--- config.mk ---
export PLATFORM = sky130hd
export DESIGN_NAME = pc_sequencer_flat
export DESIGN_NICKNAME = d
export VERILOG_FILES = /design/src/rtl/pc_sequencer_pkg.sv /design/src/rtl/pc_sequencer_if.sv /design/src/rtl/pc_sequencer_ras.sv /design/src/rtl/pc_sequencer.sv /design/src/flat_wrapper.sv
export SDC_FILE = /design/constraint.sdc
export NUM_CORES = 1
export LEC_CHECK = 0
export ABC_CLOCK_PERIOD_IN_PS = 8600
export CORE_ASPECT_RATIO = 1.5
export CORE_MARGIN = 4
export CORE_UTILIZATION = 60
export CTS_CLUSTER_DIAMETER = 120
export DETAILED_ROUTE_END_ITERATION = 6
export PLACE_DENSITY = 0.83
export SETUP_SLACK_MARGIN = 0.3
export SLEW_MARGIN = 30
export SYNTH_ARGS = -nofsm -noshare
export SYNTH_HDL_FRONTEND = slang
export SYNTH_HIERARCHICAL = 1
export SYNTH_SLANG_ARGS = --single-unit
--- constraint.sdc ---
create_clock -name clk -period 8.6 [get_ports clk]
set_input_delay 1.29 -clock clk [delete_from_list [all_inputs] [get_ports clk]]
set_output_delay 1.29 -clock clk [all_outputs]
set_load 0.03 [all_outputs]
--- src/rtl/pc_sequencer_pkg.sv ---
// Shared types and constants for the program-counter sequencer.
// Holds the next-PC selector encoding and the instruction-format field widths.
package pc_pkg;

  typedef enum logic [1:0] {
    SEQ    = 2'd0,
    BRANCH = 2'd1,
    JUMP   = 2'd2,
    RETURN = 2'd3
  } pc_sel_t;

  localparam int INSTR_BYTES  = 4;
  localparam int JUMP_FIELD_W = 26;
  localparam int BRANCH_IMM_W = 16;

endpackage

--- src/rtl/pc_sequencer_if.sv ---
// Control/status bundle between the decode stage (master) and the PC sequencer (slave).
// Carries next-PC selection inputs and the PC and return-stack status outputs.
interface pc_sequencer_if #(
  parameter int ADDR_W = 32
) ();
  import pc_pkg::*;

  logic              stall;
  pc_sel_t           pc_sel;
  logic              branch_taken;
  logic [15:0]       branch_imm;
  logic [25:0]       jump_target;
  logic              call;
  logic [ADDR_W-1:0] pc;
  logic [ADDR_W-1:0] pc_plus4;
  logic              ras_empty;
  logic              ras_full;
  logic              ras_overflow;
  logic              ras_underflow;

  modport master (
    output stall, pc_sel, branch_taken, branch_imm, jump_target, call,
    input  pc, pc_plus4, ras_empty, ras_full, ras_overflow, ras_underflow
  );

  modport slave (
    input  stall, pc_sel, branch_taken, branch_imm, jump_target, call,
    output pc, pc_plus4, ras_empty, ras_full, ras_overflow, ras_underflow
  );

endinterface

--- src/rtl/pc_sequencer_ras.sv ---
// Circular return-address stack: a full push overwrites the oldest entry.
// Push and pop together on a non-empty stack replace the top entry in place.
module return_address_stack #(
  parameter int ADDR_W    = 32,
  parameter int RAS_DEPTH = 4
) (
  input  logic              clk,
  input  logic              reset,
  input  logic              push,
  input  logic              pop,
  input  logic [ADDR_W-1:0] push_data,
  output logic [ADDR_W-1:0] top,
  output logic              empty,
  output logic              full,
  output logic              overflow,
  output logic              underflow
);

  localparam int PTR_W = $clog2(RAS_DEPTH);
  localparam logic [PTR_W:0] DEPTH_CNT = (PTR_W+1)'(RAS_DEPTH);

  logic [ADDR_W-1:0] entries [RAS_DEPTH];
  logic [PTR_W-1:0]  wr_ptr;
  logic [PTR_W-1:0]  top_ptr;
  logic [PTR_W:0]    count;
  logic              do_push;
  logic              do_pop;
  logic              do_replace;

  assign top_ptr = wr_ptr - PTR_W'(1);
  assign top     = entries[top_ptr];
  assign empty   = (count == '0);
  assign full    = (count == DEPTH_CNT);

  // NOTE: every signal driven here gets a value before any branch, so no latch is inferred.
  always_comb begin
    do_push    = 1'b0;
    do_pop     = 1'b0;
    do_replace = 1'b0;
    if (push && pop && !empty) begin
      do_replace = 1'b1;
    end else if (push) begin
      do_push = 1'b1;
    end else if (pop && !empty) begin
      do_pop = 1'b1;
    end
  end

  // NOTE: sequential state is assigned with <= so every flop samples pre-edge values.
  always_ff @(posedge clk or posedge reset) begin
    if (reset) begin
      wr_ptr    <= '0;
      count     <= '0;
      overflow  <= 1'b0;
      underflow <= 1'b0;
    end else begin
      if (do_push) begin
        wr_ptr <= wr_ptr + PTR_W'(1);
        if (full) overflow <= 1'b1;
        else      count    <= count + (PTR_W+1)'(1);
      end else if (do_pop) begin
        wr_ptr <= top_ptr;
        count  <= count - (PTR_W+1)'(1);
      end
      if (pop && empty) underflow <= 1'b1;
    end
  end

  // NOTE: storage is not reset; count gates validity, so stale entries are never observed.
  always_ff @(posedge clk) begin
    if (do_push) begin
      entries[wr_ptr] <= push_data;
    end else if (do_replace) begin
      entries[top_ptr] <= push_data;
    end
  end

endmodule

--- src/rtl/pc_sequencer.sv ---
// Program-counter unit: selects sequential, branch, jump or return target,
// honours stall, and maintains a return-address stack for call/return.
module pc_sequencer
  import pc_pkg::*;
#(
  parameter int          ADDR_W       = 32,
  parameter logic [31:0] RESET_VECTOR = 32'h0,
  parameter int          RAS_DEPTH    = 4
) (
  input logic            clk,
  input logic            reset,
  pc_sequencer_if.slave  bus
);

  localparam int JUMP_SPAN = JUMP_FIELD_W + 2;

  logic [ADDR_W-1:0] pc_q;
  logic [ADDR_W-1:0] pc_plus4;
  logic [ADDR_W-1:0] branch_offset;
  logic [ADDR_W-1:0] branch_target;
  logic [ADDR_W-1:0] jump_pc;
  logic [ADDR_W-1:0] next_pc;
  logic [ADDR_W-1:0] ras_top;
  logic              ras_empty;
  logic              ras_full;
  logic              ras_overflow;
  logic              ras_underflow;
  logic              ras_push;
  logic              ras_pop;

  assign pc_plus4      = pc_q + ADDR_W'(INSTR_BYTES);
  assign branch_offset = {{(ADDR_W-BRANCH_IMM_W-2){bus.branch_imm[BRANCH_IMM_W-1]}},
                          bus.branch_imm, 2'b00};
  assign branch_target = pc_plus4 + branch_offset;

  // The jump keeps the region bits above the 28-bit span, which vanish at ADDR_W=28.
  generate
    if (ADDR_W == JUMP_SPAN) begin : g_jump_narrow
      assign jump_pc = {bus.jump_target, 2'b00};
    end else begin : g_jump_wide
      assign jump_pc = {pc_plus4[ADDR_W-1:JUMP_SPAN], bus.jump_target, 2'b00};
    end
  endgenerate

  always_comb begin
    next_pc = pc_plus4;
    case (bus.pc_sel)
      BRANCH:  if (bus.branch_taken) next_pc = branch_target;
      JUMP:    next_pc = jump_pc;
      RETURN:  if (!ras_empty) next_pc = ras_top;
      default: next_pc = pc_plus4;
    endcase
  end

  always_ff @(posedge clk or posedge reset) begin
    if (reset) begin
      pc_q <= ADDR_W'(RESET_VECTOR);
    end else if (!bus.stall) begin
      pc_q <= next_pc;
    end
  end

  assign ras_push = bus.call && !bus.stall;
  assign ras_pop  = (bus.pc_sel == RETURN) && !bus.stall;

  return_address_stack #(
    .ADDR_W    (ADDR_W),
    .RAS_DEPTH (RAS_DEPTH)
  ) u_ras (
    .clk       (clk),
    .reset     (reset),
    .push      (ras_push),
    .pop       (ras_pop),
    .push_data (pc_plus4),
    .top       (ras_top),
    .empty     (ras_empty),
    .full      (ras_full),
    .overflow  (ras_overflow),
    .underflow (ras_underflow)
  );

  assign bus.pc            = pc_q;
  assign bus.pc_plus4      = pc_plus4;
  assign bus.ras_empty     = ras_empty;
  assign bus.ras_full      = ras_full;
  assign bus.ras_overflow  = ras_overflow;
  assign bus.ras_underflow = ras_underflow;

endmodule

--- src/flat_wrapper.sv ---
// flat-port wrapper written by rule: the top's interface ports become plain ports
module pc_sequencer_flat import pc_pkg::*;
#(
  parameter int          ADDR_W       = 32,
  parameter logic [31:0] RESET_VECTOR = 32'h0,
  parameter int          RAS_DEPTH    = 4
)
  (clk, reset, bus_stall, bus_pc_sel, bus_branch_taken, bus_branch_imm, bus_jump_target, bus_call, bus_pc, bus_pc_plus4, bus_ras_empty, bus_ras_full, bus_ras_overflow, bus_ras_underflow);
  pc_sequencer_if #(.ADDR_W(ADDR_W)) bus_i ();
  input logic clk;
  input logic reset;
  input wire logic [$bits(bus_i.stall)-1:0] bus_stall;
  input wire logic [$bits(bus_i.pc_sel)-1:0] bus_pc_sel;
  input wire logic [$bits(bus_i.branch_taken)-1:0] bus_branch_taken;
  input wire logic [$bits(bus_i.branch_imm)-1:0] bus_branch_imm;
  input wire logic [$bits(bus_i.jump_target)-1:0] bus_jump_target;
  input wire logic [$bits(bus_i.call)-1:0] bus_call;
  output wire logic [$bits(bus_i.pc)-1:0] bus_pc;
  output wire logic [$bits(bus_i.pc_plus4)-1:0] bus_pc_plus4;
  output wire logic [$bits(bus_i.ras_empty)-1:0] bus_ras_empty;
  output wire logic [$bits(bus_i.ras_full)-1:0] bus_ras_full;
  output wire logic [$bits(bus_i.ras_overflow)-1:0] bus_ras_overflow;
  output wire logic [$bits(bus_i.ras_underflow)-1:0] bus_ras_underflow;
  assign bus_i.stall = bus_stall;
  assign bus_i.pc_sel = bus_pc_sel;
  assign bus_i.branch_taken = bus_branch_taken;
  assign bus_i.branch_imm = bus_branch_imm;
  assign bus_i.jump_target = bus_jump_target;
  assign bus_i.call = bus_call;
  assign bus_pc = bus_i.pc;
  assign bus_pc_plus4 = bus_i.pc_plus4;
  assign bus_ras_empty = bus_i.ras_empty;
  assign bus_ras_full = bus_i.ras_full;
  assign bus_ras_overflow = bus_i.ras_overflow;
  assign bus_ras_underflow = bus_i.ras_underflow;
  pc_sequencer #(.ADDR_W(ADDR_W), .RESET_VECTOR(RESET_VECTOR), .RAS_DEPTH(RAS_DEPTH)) u_core (.clk(clk), .reset(reset), .bus(bus_i));
endmodule
; Word level (Yosys, flattened, before mapping)
; Memories as Yosys holds them, arrays and structs flattened.
; Cells that the tools add are included.
[totals]
word_cells = 52
output_inout_bits = 68
ramBits = 128
n_memories = 1
reg_bits = 39
[mem_list]
columns = memory, depth, width, rd, rd_clocked_by_memory_dff, write_ports, line_no
row1 = u_core.u_ras.entries, 4, 32, 1, 0, 1, pc_sequencer_ras.sv:22  ; logic [ADDR_W-1:0] entries [RAS_DEPTH];
[op_classes]
add_sub_neg = 6
reduce_logical = 13
eq_ne = 5
n_mux = 22
[op_table]
columns = operator, count
row1 = $mux W32, 3
row2 = $pmux W32 S3, 1
row3 = $add A32 B3 Y32 const B, 1
row4 = $add A32 B32 Y32, 1
row5 = $reduce_or A32 Y1, 1
row6 = $mux W1, 12
row7 = $mux W3, 3
row8 = $logic_and A1 B1 Y1, 6
row9 = $mux W2, 3
row10 = $eq A2 B2 Y1 const B, 2
row11 = $reduce_and A2 Y1, 2
row12 = $add A3 B1 Y3 const B, 1
row13 = $eq A3 B3 Y1 const B, 1
row14 = $logic_not A3 Y1, 1
row15 = $sub A3 B1 Y3 const B, 1
row16 = $add A2 B1 Y2 const B, 1
row17 = $eq A2 B1 Y1 const B, 1
row18 = $logic_not A1 Y1, 2
row19 = $ne A2 B2 Y1 const B, 1
row20 = $reduce_bool A2 Y1, 1
row21 = $sub A2 B1 Y2 const B, 1

; Depth between registers and ports, before layout
; Gate-level depths: netlist (run 1).
[logic_depth]
word_depth = 10
depth_mapped = 15

; Modules after synthesis
; Netlist (run 1), hierarchy kept.
[by_module_without_submodules]
columns = module, cells_per_inst, area_each_um2, n_inst
row1 = return_address_stack, 226, 5201.2, 1
row2 = pc_sequencer, 610, 4473.0, 1

; Least setup slack after synthesis (run 1)
; OpenSTA, ideal clock, no wires.
[synth_timing]
path_kind = input to register
from = in bus_stall
to = mem u_core.u_ras.entries[1][0], enable pin
path_stages = 8
required_time_ps = 8130
path_buffers = 4
t_arrival_ps = 5006
path_slack_ps = 3123
setup_time_ps = 470
path_cell_list = clkbuf_1 -> clkbuf_1 -> clkbuf_1 -> nor2_1 -> clkbuf_8 -> o31ai_4 -> or3b_1 -> a21boi_0
[synth_via]
elab_chain_len = 10
word_cells_on_any_way = 16
classes_between = 10 x mux / 6 x reduce/logical
[synth_rtl]
columns = item, line_no
row1 = "start, declared", flat_wrapper.sv:12  ; input wire logic [$bits(bus_i.stall)-1:0] bus_stall;
row2 = $logic_not A1 Y1 *, -
row3 = $logic_and A1 B1 Y1 *, pc_sequencer.sv:64  ; assign ras_pop = (bus.pc_sel == RETURN) && !bus.stall;
row4 = named net u_core.ras_pop, pc_sequencer.sv:29  ; logic ras_pop;
row5 = $logic_and A1 B1 Y1 * (2 in a row), pc_sequencer_ras.sv:40  ; if (push && pop && !empty) begin
row6 = $mux W1, pc_sequencer_ras.sv:40
row7 = $mux W1, pc_sequencer_ras.sv:73  ; end else if (do_replace) begin
row8 = $mux W1, pc_sequencer_ras.sv:71  ; if (do_push) begin
row9 = $mux W1 (implied by the code), pc_sequencer_ras.sv:74  ; entries[top_ptr] <= push_data;
row10 = $reduce_or A32 Y1 (no source line), -
row11 = $mux W2 (no source line) / $mux W1 (equally long branches), -
row12 = "end, declared", pc_sequencer_ras.sv:22
; The timed path passes the listed nets; every way through them passes the cells marked *.

; Final worst setup path (run 1)
[layout_timing]
from = reg u_core.pc_q[2] (netlist: u_core/bus.pc[2])
to = out bus_pc_plus4[28]
[layout_via]
elab_chain_len = 1
[layout_rtl]
columns = item, line_no
row1 = "start, declared", pc_sequencer.sv:17  ; logic [ADDR_W-1:0] pc_q;
row2 = "start signal, assigned", pc_sequencer.sv:57  ; pc_q <= ADDR_W'(RESET_VECTOR);
row3 = "start signal, assigned", pc_sequencer.sv:59  ; pc_q <= next_pc;
row4 = $add A32 B3 Y32, pc_sequencer.sv:31  ; assign pc_plus4 = pc_q + ADDR_W'(INSTR_BYTES);
row5 = "end, declared", flat_wrapper.sv:19  ; output wire logic [$bits(bus_i.pc_plus4)-1:0] bus_pc_plus4;
; No other way between the ends.

==> results.md, run 1 <==
- Postcts setup bufs: 0
- Vias in the first global route: 7,693
- 1st-pass router iterations: 5
- CTS tree: yes
- Largest net degree at the start of global routing: 71
- Share of the synthesized area in the top cell type: 39.7%
- Worst Setup End Kind: primary output
- Warnings, synthesis: 6
- Worst Hold End: u_core/u_ras/underflow
- Core Rows: 56
- Post-synthesis sequential area ratio: 49.8%
- CTS root buf: clkbuf_16
- Synth Cell Area: around 9700 um2
- Worst Hold Launch: u_core/u_ras/underflow
- Synth Register Bits: 167
- Initial Util: 61.4%
- CTS Buffer Depth: 2
- Family with the most delay on the worst path: simple AND/OR/NAND/NOR gates
- Switch share: a little over two fifths
- Count of final max-slew check failures: 0
- Comb power frac: 49.4%
- PostCTS Resize Cnt: 0
- Ant. Diodes: 0
- Slowest cell on crit path: clkdlybuf4s50_1
- Ports: between 100 and 150
- Core area: ~16,000 um2
- CP Launch Type: flop
- Worst-path fanout max: 8
- Dominant cells by area after synthesis: edfxtp_1 40%, dfrtp_1 10%, mux4_2 7.4%
- Critical path class: flop to primary output
- VDD IR-drop max: 0.234 mV
- Clock power share: 18.8%
- Crit-path cells: ha_1, nand3_1, or2_4, nor4_4, and3_1, xor2_1, clkdlybuf4s50_1
- Detail Route Antenna Nets: 0
- Avg Vias per Cell: 6.71
- Mapped Avg Cell Area: 11.6 um2
- Pwr/cell area: 344 nW/um2
- Top_reg_cell synth: edfxtp_1
- R2R Path Start: u_core/bus.pc[2]
- Via count: 7,775
- Setup-failing EPs final: 0
- Post-synth EDFFs: 128
- Hpwl dp: between 15,000 and 20,000 um
- Mapped Nets: between 900 and 1,000
- Post-layout net count: approximately 1,000
- Worst slew margin relative to its limit: 34.7%
- First-pass GRT wire length: 42,100 um
- Routability cong.: 0.928
- CTS clock-pin slew for the worst setup and hold paths: 70 ps
- Status: complete, no violations
- Fin util: 73.3%
- Setup slack, reg-to-reg: about 4300 ps
- Flop pwr share: a little under a third
- Synth unique cells: a little under 80
- Routed WL: 27,200 um
- Pleak: 4.22 nW
- Die H: approximately 160 um
- Worst-margin pin slew: a little under 1000 ps
- Total net switching power: 1.68 mW
- Fin crit share: approximately 58%
- First-iteration detailed-routing DRC count: 760
- Htree depth: 4
- Max Cap Viol: 0
- RSZ-0062 raised after global routing: no
- CTS Hold Bufs: 0
- GRT overflow: 0
- Crit-path max cell delay: a little under 800 ps
- R2R Path End: u_core/bus.pc[29]
- Area grow syn2layout: 19.4%
- DR DRC count: 0
- Sink Count: 167
- Cell Int Power: 2.30 mW
- Crit path DAT: 3720 ps
- WL per Instance: roughly 23 um
- Gr usage total: 30.0%
- Yosys top cell by area: edfxtp_1
- Layout cells sized above 1: between 10% and 20%
- Die ar.: 18,300 um2
- WP buf/inv: 1
- Hold Crit Class: flop to flop
- Ys async rst share: approximately a quarter
- Cells after Synth: 836
- Worst R2R Path Depth: 15
- TritonCTS buffer count: 17
- Final Hold Viols: 0
- Hold Path Depth: 1
- TNS Setup: 0 ps
- Initial antenna violation count: 0
- Die X: 112 um
- Worst skew pair latency: 430 ps
- # port buffers: 116
- Cell count along the critical path: 7
- Crit path time final: 5010 ps
- Worst Skew: 10.5 ps
- Worst Path Required: 7310 ps
- Fmax achieved: 200 MHz
[worst register-to-register path, cell delays in order (launching register included)]
cell and delay [ps]:
dfrtp_1 430, ha_1 340, nand3_1 170, or2_4 300, nor4_4 500, nand3_2 200
xnor2_1 530, ha_1 430, a21o_1 230, a21o_1 180, a21oi_1 190, o21ai_0 110
inv_1 80, o311ai_1 110, xnor2_1 190, o221ai_1 140
[per-layer routing]
| layer | vias up | track usage [%] | wire length, um |
|---|---|---|---|
| met5 | - | 0 | 0 |
| met4 | 0 | 14.6 | 1400 |
| met3 | 91 | 5.08 | 2130 |
| met2 | 461 | 51.6 | 13500 |
| met1 | 3807 | 36.6 | 10100 |
| li1 | 3416 | - | - |
[layout by cell type (no fill, tap or decap), types with 15 or more instances in the layout]
cell	netlist	routed
a21oi_1	77	76
xnor2_1	39	39
clkbuf_16	0	18
dfrtp_1	39	38
mux4_2	32	32
edfxtp_1	128	128
a221oi_1	15	15
ha_1	36	36
inv_1	38	38
nor2_1	51	51
nor3_1	16	15
nand3_1	23	23
nand2_1	58	58
buf_4	4	16
clkdlybuf4s50_1	0	115
o21ai_0	38	38
[cells in the mapped netlist, types with 15 or more instances]
cell type,number
nand3_1,23
nor3_1,16
inv_1,38
edfxtp_1,128
a21oi_1,77
nor2_1,51
ha_1,36
a221oi_1,15
clkbuf_1,23
o21ai_0,38
xnor2_1,39
nand2_1,58
mux4_2,32
dfrtp_1,39
[sequential cells by signal (all words and copies together), names as in the netlist]
name	flops
u_core/u_ras/entries	128
u_core/u_ras/underflow	1
u_core/u_ras/count	3
u_core/bus.pc	32
u_core/u_ras/wr_ptr	2
u_core/u_ras/overflow	1
[cell families (layout without fill, tap and decap cells)]
kind of cell    Yosys count  count (layout)  share of synthesized area (%)
xor+xnor                 53              53                           4.88
fa+ha+maj                37              37                           4.86
simple gates            221             221                           11.8
compound gates          238             238                           16.4
flops                   167             167                           49.8
mux                      38              38                           8.10
buf+inv                  82             202                           4.19
[area by class of cell]
cell class	count	area (um2)
clock buffers	20	468
clock inverters	12	110
inverters	38	143
fillers	1081	4210
multi-input cells	587	4480
repair buffers	132	1280
well taps	203	254
flip-flops and latches	167	4820
[per-stage QoR]
stage | worst slack, ps | power [mW] | hold slack (ps) | cells | instance area, um2
3_3_place_gp | 3660 | 3.16 | 452 | 1127 | 11000
6_report | 3590 | 3.98 | 470 | 1159 | 11600
4_1_cts | 3630 | 3.96 | 476 | 1159 | 11600
5_1_grt | 3440 | 4.17 | 517 | 1159 | 11600
2_1_floorplan | 3120 | 2.58 | 599 | 836 | 9670
3_5_place_dp | 3500 | 3.20 | 459 | 1127 | 11000
[worst max-delay path by stage]
stage | startpoint | end | slack (ps)
finish | u_core/bus.pc[2] | bus_pc_plus4[28] | 3590
global route | u_core/bus.pc[4] | bus_pc_plus4[27] | 3440
CTS | u_core/bus.pc[2] | bus_pc_plus4[28] | 3630
detailed placement | bus_pc_sel[0] | u_core/u_ras/entries[0][15] | 3500
global placement | bus_pc_sel[0] | u_core/u_ras/entries[3][29] | 3660
floorplan | bus_stall | u_core/u_ras/entries[1][0] | 3120
[power by group through the flow]
| stage | Sequential [mW] | Combinational (mW) | Clock (mW) |
|---|---|---|---|
| final | 1.26 | 1.96 | 0.747 |
| after global routing | 1.28 | 2.10 | 0.786 |
| after CTS | 1.26 | 1.95 | 0.753 |
| after detailed placement | 1.27 | 1.93 | 0 |
| after global placement | 1.26 | 1.89 | 0 |
| after floorplan | 1.33 | 1.25 | 0 |
Note: power is estimated with default switching activity, not from simulation.
==> run 2: changes to the inputs <==
ABC_CLOCK_PERIOD_IN_PS = 5000   (was 8600)
CORE_UTILIZATION = 57   (was 60)
PLACE_DENSITY = 0.79   (was 0.83)
clock period = 5 ns   (was 8.6 ns; I/O delays follow)
==> run 2 against run 1 <==
Net effect:
- critical path depth unchanged
- final area increased by 1.4%
- clock skew about the same
- sequential power increased by 74%
- register-to-register slack got worse by 3400 ps
- die area increased by 4.9%
- highest routed layer unchanged
==> results.md, run 2 (synthesis gave the netlist of run 1 again) <==
- 1st-pass router iterations: 5 (unchanged)
- Hpwl dp: 19,200 um (+5.3%)
- CP Launch Type: flop
- RSZ-0062 raised after global routing: no
- Post-layout net count: 1,038 (+0.87%)
- Vias in the first global route: 7,600 (-1.2%)
- VDD IR-drop max: 0.342 mV (+46%)
- Die ar.: 19,200 um2 (+4.9%)
- Routed WL: 26,900 um (-1.0%)
- Gr usage total: 28.6% (-1.4 points)
- Max Cap Viol: 0 (unchanged)
- Slowest cell on crit path: clkdlybuf4s50_1
- Sink Count: 167 (unchanged)
- Routability cong.: 0.932 (+0.48%)
- Pwr/cell area: 595 nW/um2 (+73%)
- Crit path DAT: 3560 ps (-160 ps)
- Core area: 16,700 um2 (+5.9%)
- Max reg flops: 128 (unchanged)
- CTS tree: yes
- CTS Hold Bufs: 0 (unchanged)
- Worst Path Required: 4250 ps (-3060 ps)
- First-pass GRT wire length: 41,900 um (-0.44%)
- PnR worst setup slack: 694 ps (-2900 ps)
- CTS clock-pin slew for the worst setup and hold paths: 70 ps (about the same)
- Detail Route Antenna Nets: 0 (unchanged)
- TritonCTS buffer count: 17 (unchanged)
- Most frequent cells in the layout: 128 x edfxtp_1, 115 x clkdlybuf4s50_1, 77 x a21oi_1
- GRT overflow: 0 (unchanged)
- Commonest non-fill, non-tap cell in the layout: edfxtp_1
- Family with the most delay on the worst path: simple AND/OR/NAND/NOR gates
- Setup slack, reg-to-reg: 930 ps (-3410 ps)
- Worst-path fanout max: 8 (unchanged)
- Initial antenna violation count: 0 (unchanged)
- Pleak: 4.31 nW (+2.1%)
- Htree depth: 4 (unchanged)
- Crit-path max cell delay: 770 ps (about the same)
- DR DRC count: 0 (unchanged)
- CTS Buffer Depth: 2 (unchanged)
- Dpl ws: 1050 ps (-2450 ps)
- Final Hold Viols: 0 (unchanged)
- Fmax achieved: 232 MHz
- Worst Setup End Kind: primary output
- Largest net degree at the start of global routing: 70 (-1.4%)
- Setup-failing EPs final: 0 (unchanged)
- Ant. Diodes: 0 (unchanged)
- Layout cells sized above 1: 11.8% (+0.73 points)
- PostCTS Resize Cnt: 0 (unchanged)
- Reg with most FFs: u_core/u_ras/entries
- Worst slew margin relative to its limit: 40.0% (+5.3 points)
- Hold Crit Class: flop to flop
- Area grow syn2layout: 21.1%
- CTS root buf: clkbuf_16
- # port buffers: 116 (unchanged)
- TNS Setup: 0 ps (unchanged)
- Die H: 168 um (+2.5%)
- Die X: 114 um (+2.4%)
- Count of final max-slew check failures: 0 (unchanged)
- First-iteration detailed-routing DRC count: 598 (-21%)
- WL per Instance: 22.9 um (-2.4%)
- Ports: 117 (unchanged)
- Crit-path cells: ha_1, nand3_1, or2_4, nor4_4, and3_1, xor2_1, clkdlybuf4s50_1
- Avg Vias per Cell: 6.45 (-3.8%)
- Status: complete, no violations
- Postcts setup bufs: 0 (unchanged)
- Core Rows: 58 (+3.6%)
- Worst-margin pin slew: 893 ps (-79.1 ps)
- Worst skew pair latency: 420 ps (about the same)
- Via count: 7,584 (-2.5%)
- Crit path time final: 4310 ps
- Initial Util: 58.0% (-3.4 points)
- Worst Skew: 10.0 ps (-0.484 ps)
- Fin crit share: 86.1%
- WP buf/inv: 1 (unchanged)
- Critical path class: flop to primary output
run 2: cell count changes in the layout (fill, tap and decap cells not counted), sizes merged:
cell,delta
buf,+9
clkinv,-4
clkbuf,+3
bufinv,+1
clkinvlp,-1
inv,+1
run 2: power by group:
| part | switching, mW | leakage (nW) | internal, mW | total [mW] |
|---|---|---|---|---|
| clock network | 0.580 | 0.326 | 0.854 | 1.43 |
| registers | 0.294 | 1.62 | 1.90 | 2.19 |
| logic | 1.97 | 2.36 | 1.38 | 3.35 |
run 2: final timing paths:
check                           depth (start not counted)              startpoint                endpoint
worst max-delay path                                    7        u_core/bus.pc[2]        bus_pc_plus4[28]
worst min-delay path                                    1  u_core/u_ras/underflow  u_core/u_ras/underflow
worst max register to register                         14        u_core/bus.pc[5]       u_core/bus.pc[25]
worst min register to register                          1  u_core/u_ras/underflow  u_core/u_ras/underflow
max in group asynchronous                               3                   reset       u_core/bus.pc[15]
min in group asynchronous                               2                   reset  u_core/u_ras/wr_ptr[1]
run 2: through the flow:
| step | utilization, % | power, mW | hold WS, ps | instance area (um2) | std cells |
|---|---|---|---|---|---|
| floorplan | - | 4.44 | 553 | 9670 | 836 |
| global placement | 66.2 | 5.47 | 449 | 11000 | 1143 |
| detailed placement | 66.2 | 5.53 | 457 | 11000 | 1143 |
| CTS | 70.2 | 6.99 | 474 | 11700 | 1175 |
| global route | 70.2 | 7.33 | 490 | 11700 | 1175 |
| finish | 70.2 | 6.97 | 467 | 11700 | 1175 |
run 2: layout make-up:
type                       count  area (um2)
tap                          210         263
fill                        1230        4980
sequential                   167        4820
clock inverter                 9         110
multi-input combinational    587        4480
clock buffer                  23         554
timing repair buffer         141        1340
inverter                      38         143
run 2: layer usage:
metal / global-route usage, % / vias to the layer above / part of all wire (%)
met5: 0 / - / 0
met4: 12.7 / 0 / 4.5
met3: 5.75 / 73 / 6.9
met2: 49.8 / 369 / 52
met1: 34.0 / 3710 / 37
li1: - / 3432 / -
